### src/rtl/i2c_codec_responder.sv
// Write-only I2C target for the audio codec control port.
// Accepts device address + two data bytes and emits one register-write strobe per transfer.
module i2c_codec_responder #(
    parameter logic [6:0]  DEVICE_ADDR = 7'h1A,
    parameter int unsigned FILTER_LEN  = 3
) (
    input  logic       clk,
    input  logic       reset,
    input  logic       scl_in,
    input  logic       sda_in,
    output logic       sda_oe,
    output logic       wr_valid,
    output logic [6:0] wr_addr,
    output logic [8:0] wr_data,
    output logic       busy,
    output logic [7:0] err_count
);

    localparam int unsigned FCNT_W = 4;
    localparam int unsigned BCNT_W = 4;

    typedef enum logic [2:0] {
        IDLE, ADDR, ACK_A, BYTE1, ACK_1, BYTE2, ACK_2, IGNORE
    } state_t;

    // index 0 carries SCL, index 1 carries SDA
    logic [1:0]        sync1, sync2, filt, filt_d;
    logic [FCNT_W-1:0] fcnt [2];

    state_t            state;
    logic [BCNT_W-1:0] bit_cnt;
    logic [7:0]        shreg;
    logic [7:0]        byte1;

    logic scl_rise, scl_fall, start_det, stop_det, aborting;
    logic [7:0] cur_byte;

    // Synchroniser and glitch filter: a level is accepted after FILTER_LEN identical samples
    always_ff @(posedge clk or posedge reset) begin
        if (reset) begin
            sync1   <= 2'b11;
            sync2   <= 2'b11;
            filt    <= 2'b11;
            filt_d  <= 2'b11;
            fcnt[0] <= '0;
            fcnt[1] <= '0;
        end else begin
            sync1  <= {sda_in, scl_in};
            sync2  <= sync1;
            filt_d <= filt;
            for (int i = 0; i < 2; i++) begin
                if (sync2[i] == filt[i]) begin
                    fcnt[i] <= '0;
                end else if (fcnt[i] == FCNT_W'(FILTER_LEN - 1)) begin
                    filt[i] <= sync2[i];
                    fcnt[i] <= '0;
                end else begin
                    fcnt[i] <= fcnt[i] + 1'b1;
                end
            end
        end
    end

    always_comb begin
        scl_rise  = filt[0] & ~filt_d[0];
        scl_fall  = ~filt[0] & filt_d[0];
        start_det = ~filt[1] & filt_d[1] & filt[0];
        stop_det  = filt[1] & ~filt_d[1] & filt[0];
        aborting  = (state == BYTE1) || (state == ACK_1) || (state == BYTE2) || (state == ACK_2);
        cur_byte  = {shreg[6:0], filt[1]};
    end

    function automatic logic [7:0] sat_inc(input logic [7:0] v);
        return (v == 8'hFF) ? v : v + 8'd1;
    endfunction

    // Protocol FSM; START/STOP override any bit activity in the same cycle
    always_ff @(posedge clk or posedge reset) begin
        if (reset) begin
            state     <= IDLE;
            bit_cnt   <= '0;
            shreg     <= '0;
            byte1     <= '0;
            sda_oe    <= 1'b0;
            wr_valid  <= 1'b0;
            wr_addr   <= '0;
            wr_data   <= '0;
            busy      <= 1'b0;
            err_count <= '0;
        end else begin
            wr_valid <= 1'b0;
            if (stop_det || start_det) begin
                if (aborting) begin
                    err_count <= sat_inc(err_count);
                end
                state   <= stop_det ? IDLE : ADDR;
                busy    <= ~stop_det;
                sda_oe  <= 1'b0;
                bit_cnt <= '0;
            end else begin
                case (state)
                    ADDR, BYTE1, BYTE2: begin
                        if (scl_rise && (bit_cnt < BCNT_W'(8))) begin
                            shreg   <= cur_byte;
                            bit_cnt <= bit_cnt + 1'b1;
                            if (bit_cnt == BCNT_W'(7)) begin
                                if (state == ADDR) begin
                                    if (cur_byte[7:1] != DEVICE_ADDR) begin
                                        state <= IGNORE;
                                    end else if (cur_byte[0]) begin
                                        err_count <= sat_inc(err_count);
                                        state     <= IGNORE;
                                    end
                                end else if (state == BYTE1) begin
                                    byte1 <= cur_byte;
                                end
                            end
                        end else if (scl_fall && (bit_cnt == BCNT_W'(8))) begin
                            // byte accepted: pull SDA low for the acknowledge bit
                            sda_oe  <= 1'b1;
                            bit_cnt <= '0;
                            case (state)
                                ADDR:    state <= ACK_A;
                                BYTE1:   state <= ACK_1;
                                default: state <= ACK_2;
                            endcase
                        end
                    end
                    ACK_A, ACK_1, ACK_2: begin
                        if (scl_fall) begin
                            sda_oe <= 1'b0;
                            case (state)
                                ACK_A:   state <= BYTE1;
                                ACK_1:   state <= BYTE2;
                                default: begin
                                    state    <= IGNORE;
                                    wr_valid <= 1'b1;
                                    wr_addr  <= byte1[7:1];
                                    wr_data  <= {byte1[0], shreg};
                                end
                            endcase
                        end
                    end
                    IGNORE: begin
                        sda_oe <= 1'b0;
                    end
                    default: begin
                        sda_oe <= 1'b0;
                    end
                endcase
            end
        end
    end

endmodule
### config.mk
export PLATFORM = sky130hd
export DESIGN_NAME = i2c_codec_responder
export DESIGN_NICKNAME = d
export VERILOG_FILES = /design/src/rtl/i2c_codec_responder.sv
export SDC_FILE = /design/constraint.sdc
export NUM_CORES = 1
export LEC_CHECK = 0
export CAP_MARGIN = 20
export CORE_UTILIZATION = 35
export CTS_CLUSTER_DIAMETER = 60
export DETAILED_ROUTE_END_ITERATION = 6
export GPL_ROUTABILITY_DRIVEN = 0
export MAX_ROUTING_LAYER = met4
export SKIP_LAST_GASP = 1
export SYNTH_ARGS = -nofsm -noshare
export SYNTH_HDL_FRONTEND = slang
export SYNTH_SLANG_ARGS = --single-unit
### constraint.sdc
create_clock -name clk -period 8.3 [get_ports clk]
set_clock_uncertainty 0.2 [all_clocks]
set_input_delay 1.66 -clock clk [delete_from_list [all_inputs] [get_ports clk]]
set_output_delay 1.66 -clock clk [all_outputs]
set_load 0.005 [all_outputs]
---- Word-level counts from Yosys, hierarchy flattened ----
Cells that the tools add are included.
word-level totals
  register bits ........................... 66
  input bits .............................. 4
  output and inout bits ................... 27
  logic and storage cells ................. 124
operators by class
  $add $sub $neg .......................... 4
  $lt $le $gt $ge ......................... 1
  equal/unequal tests ..................... 23
  multiplexer cells ....................... 38
  bitwise operators ....................... 16
  reductions and logical operators ........ 25
operators by type and width
  cell                                                    number
  two-way mux 8 bit                                       9
  two-way mux 4 bit                                       8
  two-way mux 3 bit                                       8
  case mux 3 bit (2 select lines)                         3
  adder 4 x 1 -> 4 bit (second input constant)            3
  inequality test 4 bit (second input constant)           3
  AND reduction 6 bit                                     2
  NOT 1 bit                                               10
  nonzero test 2 bit                                      5
  equality test 3 bit (second input constant)             3
  two-way mux 1 bit                                       9
  inequality test 3 bit (second input constant)           3
  adder 8 x 1 -> 8 bit (second input constant)            1
  equality test 4 x 2 -> 1 bit (second input constant)    2
  equality test 8 bit (second input constant)             1
  inequality test 7 x 5 -> 1 bit (second input constant)  1
  AND reduction 7 bit                                     1
  bitwise AND 1 bit                                       6
  equality test 3 x 2 -> 1 bit (second input constant)    2
  AND reduction 2 bit                                     3
  AND reduction 3 bit                                     2
  nonzero test 3 bit                                      2
  OR reduction 3 bit                                      2
  inequality test 5 bit (second input constant)           1
  other kinds (11)                                        17

---- Depth between registers and ports, before layout ----
Gate-level depths: netlist of the first run.
  depth in word-level cells ............... 9
  gate-level depth with buffers ........... 7
  depth with buffers taken out ............ 7

---- Worst setup path before layout of the first run ----
OpenSTA, ideal clock, no wires.
  path kind ............................... flip-flop to flip-flop
  start point ............................. register filt[1]
  end point ............................... register err_count[1]
  library setup time ...................... 0.127 ns
  arrival ................................. 2.511 ns
  data required time ...................... 7.973 ns
  setup slack ............................. 5.461 ns
  cell stages (with the launch flop) ...... 7
  buffers on the path ..................... 1
  period minus slack after synthesis ...... 2.839 ns
  cell sequence ........................... dfstp_2 -> buf_2 -> or4bb_1 -> or4_4 -> o41ai_4 -> and2b_2 -> mux2_1
on the way
  word-level cells in the longest chain between the ends .. 6
  elaborated cells on any way between the ends .. 15
  those cells by class .................... eq/ne: 2; mux: 1; bitwise: 5; reduce/logical: 7
ends and longest elaborated chain
  what                                                                          RTL line  RTL
  from (decl)                                                                   27        logic [1:0] sync1, sync2, filt, filt_d;
  from (signal, indexed assignment)                                             55        filt[i] <= sync2[i];
  NOT 1 bit                                                                     67        start_det = ~filt[1] & filt_d[1] & filt[0];
  bitwise AND 1 bit (2 in series)                                               67
  logical OR 1 bit                                                              92        if (stop_det || start_det) begin
  inequality test 2 bit (no source line) or nonzero test 2 bit (tied branches)  n/a
  AND reduction 7 bit (no source line)                                          n/a
  to (signal assigned)                                                          94        err_count <= sat_inc(err_count);
  to (signal assigned)                                                          111       err_count <= sat_inc(err_count);
  to (decl)                                                                     16        output logic [7:0] err_count
Parallel ways exist; a longest one is shown, timed or not.
A chain may end at the register's enable or synchronous reset.

---- Worst setup path in the final report of the first run ----
  start point ............................. register err_count[2]
  end point ............................... output port err_count[2]
No word-level cell between the ends.

==> results_dict.tcl, run 1 <==
set metrics [dict create \
    outcome "completed" \
    cp.required_ns 6.44 \
    diodes 0 \
    vias_per_cell 4.92 \
    yosysSeqAreaShare_pct 57.2 \
    fin_crit_ns 3.18 \
    leakagePower_nw 1.64 \
    clock.fmax_mhz 314 \
    power_density_nw_per_um2 296 \
    synth_top_area_share_pct 50.0 \
    grt_usage_pct 13.4 \
    synthesis.nets 249 \
    clock_tree.buffer_depth 2 \
    ctsResizeCount 0 \
    cts_setup_buffers 0 \
    antenna_found_initial 0 \
    synth_edf_count 0 \
    wl_per_cell_um 13.1 \
    yosys.area.top_type "dfrtp_1" \
    yosys_most_used_dff "dfrtp_1" \
    slew-limit-headroom_pct 44.4 \
    grt_overflow_total 0 \
    worstMarginPinSlew_ns 0.832 \
    post_dp_cell_area_um2 3310 \
    path_max_fanout 7 \
    cp_top_family "buffers and inverters" \
    synthCells 238 \
    cts_sinks 66 \
    hold_path_class "flip-flop to flip-flop" \
    yosys-top-cells-count "58 x dfrtp_1, 35 x mux2_2, 20 x nor2_1" \
    hold_slack_ns 0.156 \
    final_cells 380 \
    start_util_pct 36.8 \
    cts_tree "built" \
    core_um2 7890 \
    critPathMaxStageDelay_ns 0.55 \
    io_buffers 30 \
    cts_hold_buf 0 \
    yosys-top-cells-area "dfrtp_1 50%, mux2_2 14%, dfstp_2 7.2%, ha_1 3.0%, nor2_1 2.6%" \
    drt_iter0_drc 74 \
    synth_area_per_cell_um2 12.2 \
    ir_worst_vdd_uv 184 \
    cpMaxStageDelayCell "clkdlybuf4s50_1" \
    num_io_pins 31 \
    wl_um 4980 \
    hold_viol 0 \
    num_rows 32 \
    yosysWarnings 0 \
    insertion_delay_ns 0.34 \
    place_inst 364 \
    dr.pass1.iters 4 \
    final-setup-viol-count 0 \
    fin_nets 284 \
    area_delta_synth_final_pct 21.9 \
    dp_hpwl_um 3270 \
    yosysUniqueCellTypes 43 \
    power_mw 1.05 \
    crit_chain "clkdlybuf4s50_1" \
    worst-path-buf-inv 1 \
    drc 0 \
    clk_pin_slew_worst_paths_ns 0.07 \
    fin_area_um2 3540 \
    synth-seq-cells 66 \
    cts_root_buf "clkbuf_8" \
    fin_crit_sh_pct 38.3 \
    synthArstFlopShare_pct 100 \
    grt_start_max_net_pins 67 \
    post-synth-top-count-cell "dfrtp_1" \
    dieHeight_um 93.1 \
    worst_setup_path_start_kind "flip-flop" \
    cts_made_buffers 9 \
    drive_gt1_share_pct 24.1 \
    cap_violations 0 \
    detailroute.via_count 1869 \
    critPathArrivalTime_ns 1.32 \
    setup_tns_ns 0 \
    grt_pass1_wl_um 8650 \
    die_area_um2 8670 \
    die_w_um 93.1 \
    drv_slew 0 \
    synth.cell_area_um2 2900 \
    grt_pass1_vias 1869 \
    ant_nets 0 \
    rsz0062_at_grt "false" \
    crit_path_end_kind "output port" \
    criticalPathCategory "flip-flop to output port" \
    h-tree-depth 3 \
]
-- stage by stage --
| stage | util (%) | setup slack (ns) |
|---|---|---|
| CTS | 44.9 | 5.10 |
| floorplan | - | 4.80 |
| finish | 44.9 | 5.12 |
| global placement | 42.0 | 5.27 |
| detailed placement | 42.0 | 5.27 |
| global route | 44.9 | 5.04 |
-- placed cells by master, fill, tap and decap left out, drive strengths merged, types with 2 or more instances in the layout --
master and instances:
xnor2 3, nor3b 2, o21ai 11, o211ai 2, clkbuf 10, inv 12
and3 2, dfstp 8, mux2i 2, nand3 8, a41oi 2, xor2 7
mux2 36, a31oi 2, ha 7, nand2b 2, nor2b 2, dfrtp 58
nand4 4, and2 2, o41ai 2, a21boi 2, a21oi 8, nor2 20
clkinv 3, clkdlybuf4s50 30, nand2 13, bufinv 2
-- state kept, by name, indices dropped and copies added (netlist names) --
signal and cells:
shreg 8, state 3, filt_d 2, wr_addr 7, busy 1, wr_valid 1
filt 2, err_count 8, fcnt 8, bit_cnt 4, wr_data 9, sync1 2
sda_oe 1, sync2 2, byte1 8
-- cell type report --
type / instances / area (um2)
Timing Repair Buffer: 31 / 308
Clock inverter: 6 / 90.1
Multi-Input combinational cell: 153 / 1170
Tap cell: 102 / 128
Sequential cell: 66 / 1660
Clock buffer: 10 / 138
Fill cell: 719 / 4350
Inverter: 12 / 45.0
-- cells by family (layout without fill, tap and decap cells) --
group,count (synthesis),count (layout),synth area share [%]
compound gates,34,34,8.01
xor+xnor,10,10,3.02
fa+ha+maj,7,7,3.02
simple gates,64,64,11.6
flops,66,66,57.2
buf+inv,19,59,2.50
mux,38,38,14.6
-- routing by layer --
layer	routed length, um	vias up	global-route usage [%]
met5	0	-	-
met4	86	0	6.03
met3	214	10	4.72
met2	2310	41	20.4
met1	2370	915	16.1
li1	-	903	-
-- power by group --
group / switching [mW] / internal, mW
Clock: 0.126 / 0.178
Sequential: 0.0831 / 0.389
Combinational: 0.134 / 0.137
Total: 0.343 / 0.703
-- path summary, 6_finish.rpt --
kind | end | slack (ns) | start | depth (start not counted)
max | err_count[2] | 5.12 | err_count[2] | 1
min | sync2[0] | 0.16 | sync1[0] | 0
max reg2reg | err_count[1] | 5.31 | filt[1] | 5
min reg2reg | sync2[0] | 0.16 | sync1[0] | 0
max in group asynchronous | bit_cnt[0] | 5.71 | reset | 3
min in group asynchronous | fcnt[3] | 1.65 | reset | 3
Power figures use the tool's default switching activity.
==> run 2: changes to the inputs <==
==> constraint.sdc (replaced) <==
create_clock -name clk -period 2.75 [get_ports clk]
set_clock_uncertainty 0.2 [all_clocks]
set_input_delay 0.55 -clock clk [delete_from_list [all_inputs] [get_ports clk]]
set_output_delay 0.55 -clock clk [all_outputs]
set_load 0.005 [all_outputs]
==> run 2 against run 1 <==
Flip-flop and latch count did not move. Critical endpoint is now err_count[3]. Die area did not move. Count of clock-buffer cells in the layout did not move. Worst setup slack got worse by 5.1 ns. Hold slack improved by 0.00080 ns. Combinational power rose to 3.7 times the previous value.
==> results_dict.tcl, run 2 (synthesis results as in run 1) <==
set metrics [dict create \
    area_delta_synth_final_pct 25.5 \
    mostFrequentLayoutCells "58 x dfrtp_1, 35 x mux2_2, 30 x clkdlybuf4s50_1" \
    layout_setup_ws_ns 0.0234 \
    hold_viol 0 \
    cpMaxStageDelayCell "dfstp_2" \
    cp.required_ns 2.82 \
    clock_tree.buffer_depth 2 \
    criticalPathCategory "flip-flop to flip-flop" \
    regMostFlops "wr_data" \
    setup_tns_ns 0 \
    cts_tree "built" \
    die_area_um2 8670 \
    cap_violations 0 \
    swShare_pct 33.3 \
    grt_pass1_vias 1968 \
    outcome "completed" \
    grt_usage_pct 14.1 \
    worstMarginPinSlew_ns 0.633 \
    drc 0 \
    grt_overflow_total 0 \
    combPwrFrac_pct 31.4 \
    hold_path_class "flip-flop to flip-flop" \
    leakagePower_nw 1.71 \
    rrSetupSlack_ns 0.02 \
    worst_setup_path_start_kind "flip-flop" \
    drt_iter0_drc 60 \
    crit_path_end_kind "flip-flop" \
    wl_um 5260 \
    clkPwrFrac_pct 25.7 \
    critPathMaxStageDelay_ns 0.53 \
    drive_gt1_share_pct 28.3 \
    path_max_fanout 5 \
    cts_made_buffers 9 \
    largest_reg_flops 9 \
    multi_input_area_um2 1170 \
    start_util_pct 36.8 \
    seqPwrFrac_pct 42.9 \
    pre_cts_ws_ns -0.0485 \
    fillers 707 \
    critPathArrivalTime_ns 2.79 \
    insertion_delay_ns 0.34 \
    clock.fmax_mhz 367 \
    h-tree-depth 3 \
    vias_per_cell 4.90 \
    diodes 0 \
    grt_pass1_wl_um 9090 \
    power_density_nw_per_um2 874 \
    antenna_found_initial 0 \
    dieHeight_um 93.1 \
    switchingPower_mw 1.06 \
    slew-limit-headroom_pct 57.3 \
    fin_crit_ns 2.73 \
    final-setup-viol-count 0 \
    cts_sinks 66 \
    worst-path-buf-inv 1 \
    fin_crit_sh_pct 99.2 \
    ctsResizeCount 0 \
    num_io_pins 31 \
    cts_hold_buf 0 \
    cts_root_buf "clkbuf_8" \
    wl_per_cell_um 13.3 \
    die_w_um 93.1 \
    ir_worst_vdd_uv 262 \
    internal_power_mw 2.12 \
    crit_chain "or4bb_1 > or4_4 > o41ai_4 > buf_4 > and4bb_2 > xor2_1" \
    dp_hpwl_um 3720 \
    detailroute.via_count 1936 \
    grt_start_max_net_pins 32 \
    fin_nets 299 \
    core_um2 7890 \
    cp_top_family "simple AND/OR/NAND/NOR gates" \
    final-seq-area_um2 1660 \
    io_buffers 30 \
    ant_nets 0 \
    rsz0062_at_grt "true" \
    layout_commonest_cell "dfrtp_1" \
    clk_pin_slew_worst_paths_ns 0.07 \
    drv_slew 0 \
    dr.pass1.iters 4 \
    num_rows 32 \
]
## run 2: changes by cell type in the layout (fill, tap and decap cells not counted), sizes merged
cell,previous run,this run
buf,1,16
bufinv,2,1
clkinv,3,2
clkinvlp,1,3
## run 2: cell type report
cell class | instances | area share, %
clock buffers | 10 | 3.78
clock inverters | 6 | 1.82
inverters | 12 | 1.24
multi-input cells | 153 | 32.2
flip-flops and latches | 66 | 45.6
well taps | 102 | 3.50
repair buffers | 46 | 11.9
## run 2: path summary, 6_finish.rpt
| path | from | to | cells past startpoint |
|---|---|---|---|
| setup reg to reg | filt[1] | err_count[3] | 6 |
| hold / removal | sync1[0] | sync2[0] | 0 |
| max in group asynchronous | reset | filt[1] | 3 |
| min in group asynchronous | reset | err_count[3] | 2 |
| hold reg to reg | sync1[0] | sync2[0] | 0 |
| setup / recovery | filt[1] | err_count[3] | 6 |
## run 2: worst register-to-register path, cell delays in order, from the launching register on
cell      delay (ns)
dfstp_2         0.53
or4bb_1         0.47
or4_4           0.51
o41ai_4         0.37
buf_4           0.20
and4bb_2        0.23
xor2_1          0.15
## run 2: what timing repair did
action | CTS | global route
setup buffers | 0 | 1
endpoints found under the setup margin | 2 | 2
pin swaps | 1 | 1
cloned | 0 | 0
## run 2: layer usage
| metal | wire [um] | global-route usage [%] |
|---|---|---|
| met1 | 2470 | 17.2 |
| met2 | 2510 | 21.3 |
| met3 | 152 | 3.50 |
| met4 | 129 | 8.08 |
| met5 | 0 | - |
## run 2: power by group through the flow
stage,sequential (mW),clock [mW],combinational (mW)
final,1.37,0.818,1.00
after global routing,1.40,0.885,1.12
after CTS,1.37,0.848,1.00
after detailed placement,1.38,0,0.992
after floorplan,1.33,0,0.690
after global placement,1.38,0,0.988
## run 2: through the flow
step | cells | hold slack, ns | utilization, % | area (um2) | power [mW]
final | 395 | 0.157 | 46.2 | 3640 | 3.19
after detailed placement | 378 | 0.148 | 43.5 | 3430 | 2.38
after floorplan | 238 | 0.145 | - | 2910 | 2.02
after global placement | 378 | 0.146 | 43.5 | 3430 | 2.36
after global routing | 395 | 0.160 | 46.2 | 3640 | 3.40
after CTS | 394 | 0.159 | 46.1 | 3640 | 3.22
==> run 3: changes to the inputs <==
--- a/config.mk
+++ b/config.mk
@@ -6,11 +6,12 @@
 export NUM_CORES = 1
 export LEC_CHECK = 0
 export CAP_MARGIN = 20
-export CORE_UTILIZATION = 35
+export CORE_UTILIZATION = 45
 export CTS_CLUSTER_DIAMETER = 60
 export DETAILED_ROUTE_END_ITERATION = 6
 export GPL_ROUTABILITY_DRIVEN = 0
 export MAX_ROUTING_LAYER = met4
+export PLACE_DENSITY = 0.68
 export SKIP_LAST_GASP = 1
 export SYNTH_ARGS = -nofsm -noshare
 export SYNTH_HDL_FRONTEND = slang
==> run 3 against run 2 <==
Worst setup slack gained 0.063 ns. Sequential power about the same. Via count shrank 0.52%. Largest cell class unchanged.
==> results_dict.tcl, run 3 (synthesis results as in run 1) <==
set metrics [dict create \
    outcome "completed" \
    slew-limit-headroom_pct 60.3 \
    dieHeight_um 82.3 \
    swShare_pct 33.4 \
    grt_start_max_net_pins 67 \
    regMostFlops "wr_data" \
    cp.required_ns 2.77 \
    insertion_delay_ns 0.34 \
    die_w_um 82.3 \
    cts_hold_buf 0 \
    detailroute.via_count 1926 \
    diodes 0 \
    combPwrFrac_pct 30.7 \
    final_util_pct 59.7 \
    switchingPower_mw 1.10 \
    ant_nets 0 \
    criticalPathCategory "flip-flop to flip-flop" \
    route.met2.wl_um 2510 \
    clock_tree.buffer_depth 2 \
    ir_worst_vdd_uv 472 \
    crit_chain "or4bb_1 > or4_4 > o41ai_4 > buf_4 > nand4_1 > mux2_2" \
    largest_reg_flops 9 \
    num_rows 28 \
    pre_cts_ws_ns 0.0112 \
    internal_power_mw 2.19 \
    area_delta_synth_final_pct 24.6 \
    cts_tree "built" \
    worst_r2r_startpoint "filt[0]" \
    dr.pass1.iters 5 \
    num_io_pins 31 \
    grt_pass1_vias 1963 \
    cts_sinks 66 \
    place_inst 350 \
    die_area_um2 6780 \
    fin_crit_ns 2.66 \
    grt_pass1_wl_um 9120 \
    grt_overflow_total 0 \
    cts_root_buf "clkbuf_8" \
    cts_made_buffers 9 \
    final_cells 366 \
    io_buffers 30 \
    drc 0 \
    fin_nets 297 \
    core_um2 6060 \
    layout_commonest_cell "dfrtp_1" \
    final-setup-viol-count 0 \
    hold_start "sync1[1]" \
    fin_crit_sh_pct 96.9 \
    grt_usage_pct 18.9 \
    wl_um 5260 \
    drt_iter0_drc 81 \
    critPathMaxStageDelay_ns 0.53 \
    clkPwrFrac_pct 27.8 \
    dp_hpwl_um 3570 \
    leakagePower_nw 1.71 \
    power_density_nw_per_um2 908 \
    route.met3.wl_um 208 \
    worst_setup_path_start_kind "flip-flop" \
    drv_slew 0 \
    crit_path_end_kind "flip-flop" \
    path_max_fanout 3 \
    cp-startpoint "filt[0]" \
    mostFrequentLayoutCells "58 x dfrtp_1, 35 x mux2_2, 30 x clkdlybuf4s50_1" \
    cap_violations 0 \
    clk_pin_slew_worst_paths_ns 0.08 \
    drive_gt1_share_pct 27.8 \
    worstMarginPinSlew_ns 0.587 \
    hold_path_class "flip-flop to flip-flop" \
    antenna_found_initial 0 \
    h-tree-depth 3 \
    critPathArrivalTime_ns 2.69 \
    start_util_pct 47.9 \
    highest_layer "met4" \
    cpMaxStageDelayCell "dfstp_2" \
    wl_per_cell_um 14.4 \
    clock.fmax_mhz 375 \
    drt-met1-wl_um 2450 \
    fillers 506 \
    seqPwrFrac_pct 41.5 \
    layout_setup_ws_ns 0.0860 \
    rsz0062_at_grt "false" \
    power_mw 3.28 \
    hold_viol 0 \
    vias_per_cell 5.26 \
]
-- run 3: cell types whose count changed in the layout (fill, tap and decap cells not counted), sizes merged --
cell      delta
inv          +2
clkinvlp     -1
clkbuf       -1
buf          -2
bufinv       +1
clkinv       -1
-- run 3: power groups by stage --
stage,logic (mW),clock network [mW],registers (mW)
floorplan,0.690,0,1.33
global placement,0.975,0,1.38
detailed placement,0.997,0,1.38
CTS,1.01,0.937,1.36
global route,1.14,0.983,1.40
finish,1.01,0.912,1.36
-- run 3: timing repair --
item                       CTS  global route
buffers inserted             0             0
setup endpoints to repair    0             3
resized for setup            0             0
-- run 3: metrics by stage --
step | cell area, um2 | setup TNS [ns] | hold WS, ns
6_report | 3620 | 0 | 0.161
5_1_grt | 3620 | 0 | 0.169
4_1_cts | 3620 | 0 | 0.163
3_5_place_dp | 3390 | 0 | 0.150
3_3_place_gp | 3390 | 0 | 0.145
2_1_floorplan | 2910 | -0.0780 | 0.145
-- run 3: path summary, 6_finish.rpt --
check / end / slack [ns] / depth (start not counted)
worst max-delay path: err_count[7] / 0.09 / 6
worst min-delay path: sync2[1] / 0.16 / 0
worst max register to register: err_count[7] / 0.09 / 6
worst min register to register: sync2[1] / 0.16 / 0
max in group asynchronous: sync1[0] / 1.63 / 3
min in group asynchronous: wr_addr[6] / 0.39 / 3
-- run 3: routing by layer --
| metal | global-route usage [%] | vias up |
|---|---|---|
| li1 | - | 931 |
| met1 | 24.0 | 950 |
| met2 | 28.3 | 36 |
| met3 | 4.84 | 9 |
| met4 | 9.12 | 0 |
| met5 | - | - |
-- run 3: layout make-up --
class / count / area, um2 / share of cell area [%]
Tap cell: 75 / 93.8 / 2.59
Multi-Input combinational cell: 153 / 1170 / 32.4
Timing Repair Buffer: 44 / 418 / 11.6
Sequential cell: 66 / 1660 / 45.9
Clock buffer: 9 / 124 / 3.42
Inverter: 12 / 45.0 / 1.25
Clock inverter: 7 / 101 / 2.80
-- run 3: critical path, delay by kind of cell (launching register included) --
family / cells / cell delay (ns)
AOI/OAI and AO/OA: 1 / 0.28
buffers and inverters: 1 / 0.18
DFF: 1 / 0.53
muxes: 1 / 0.29
and+or+nand+nor: 3 / 1.06
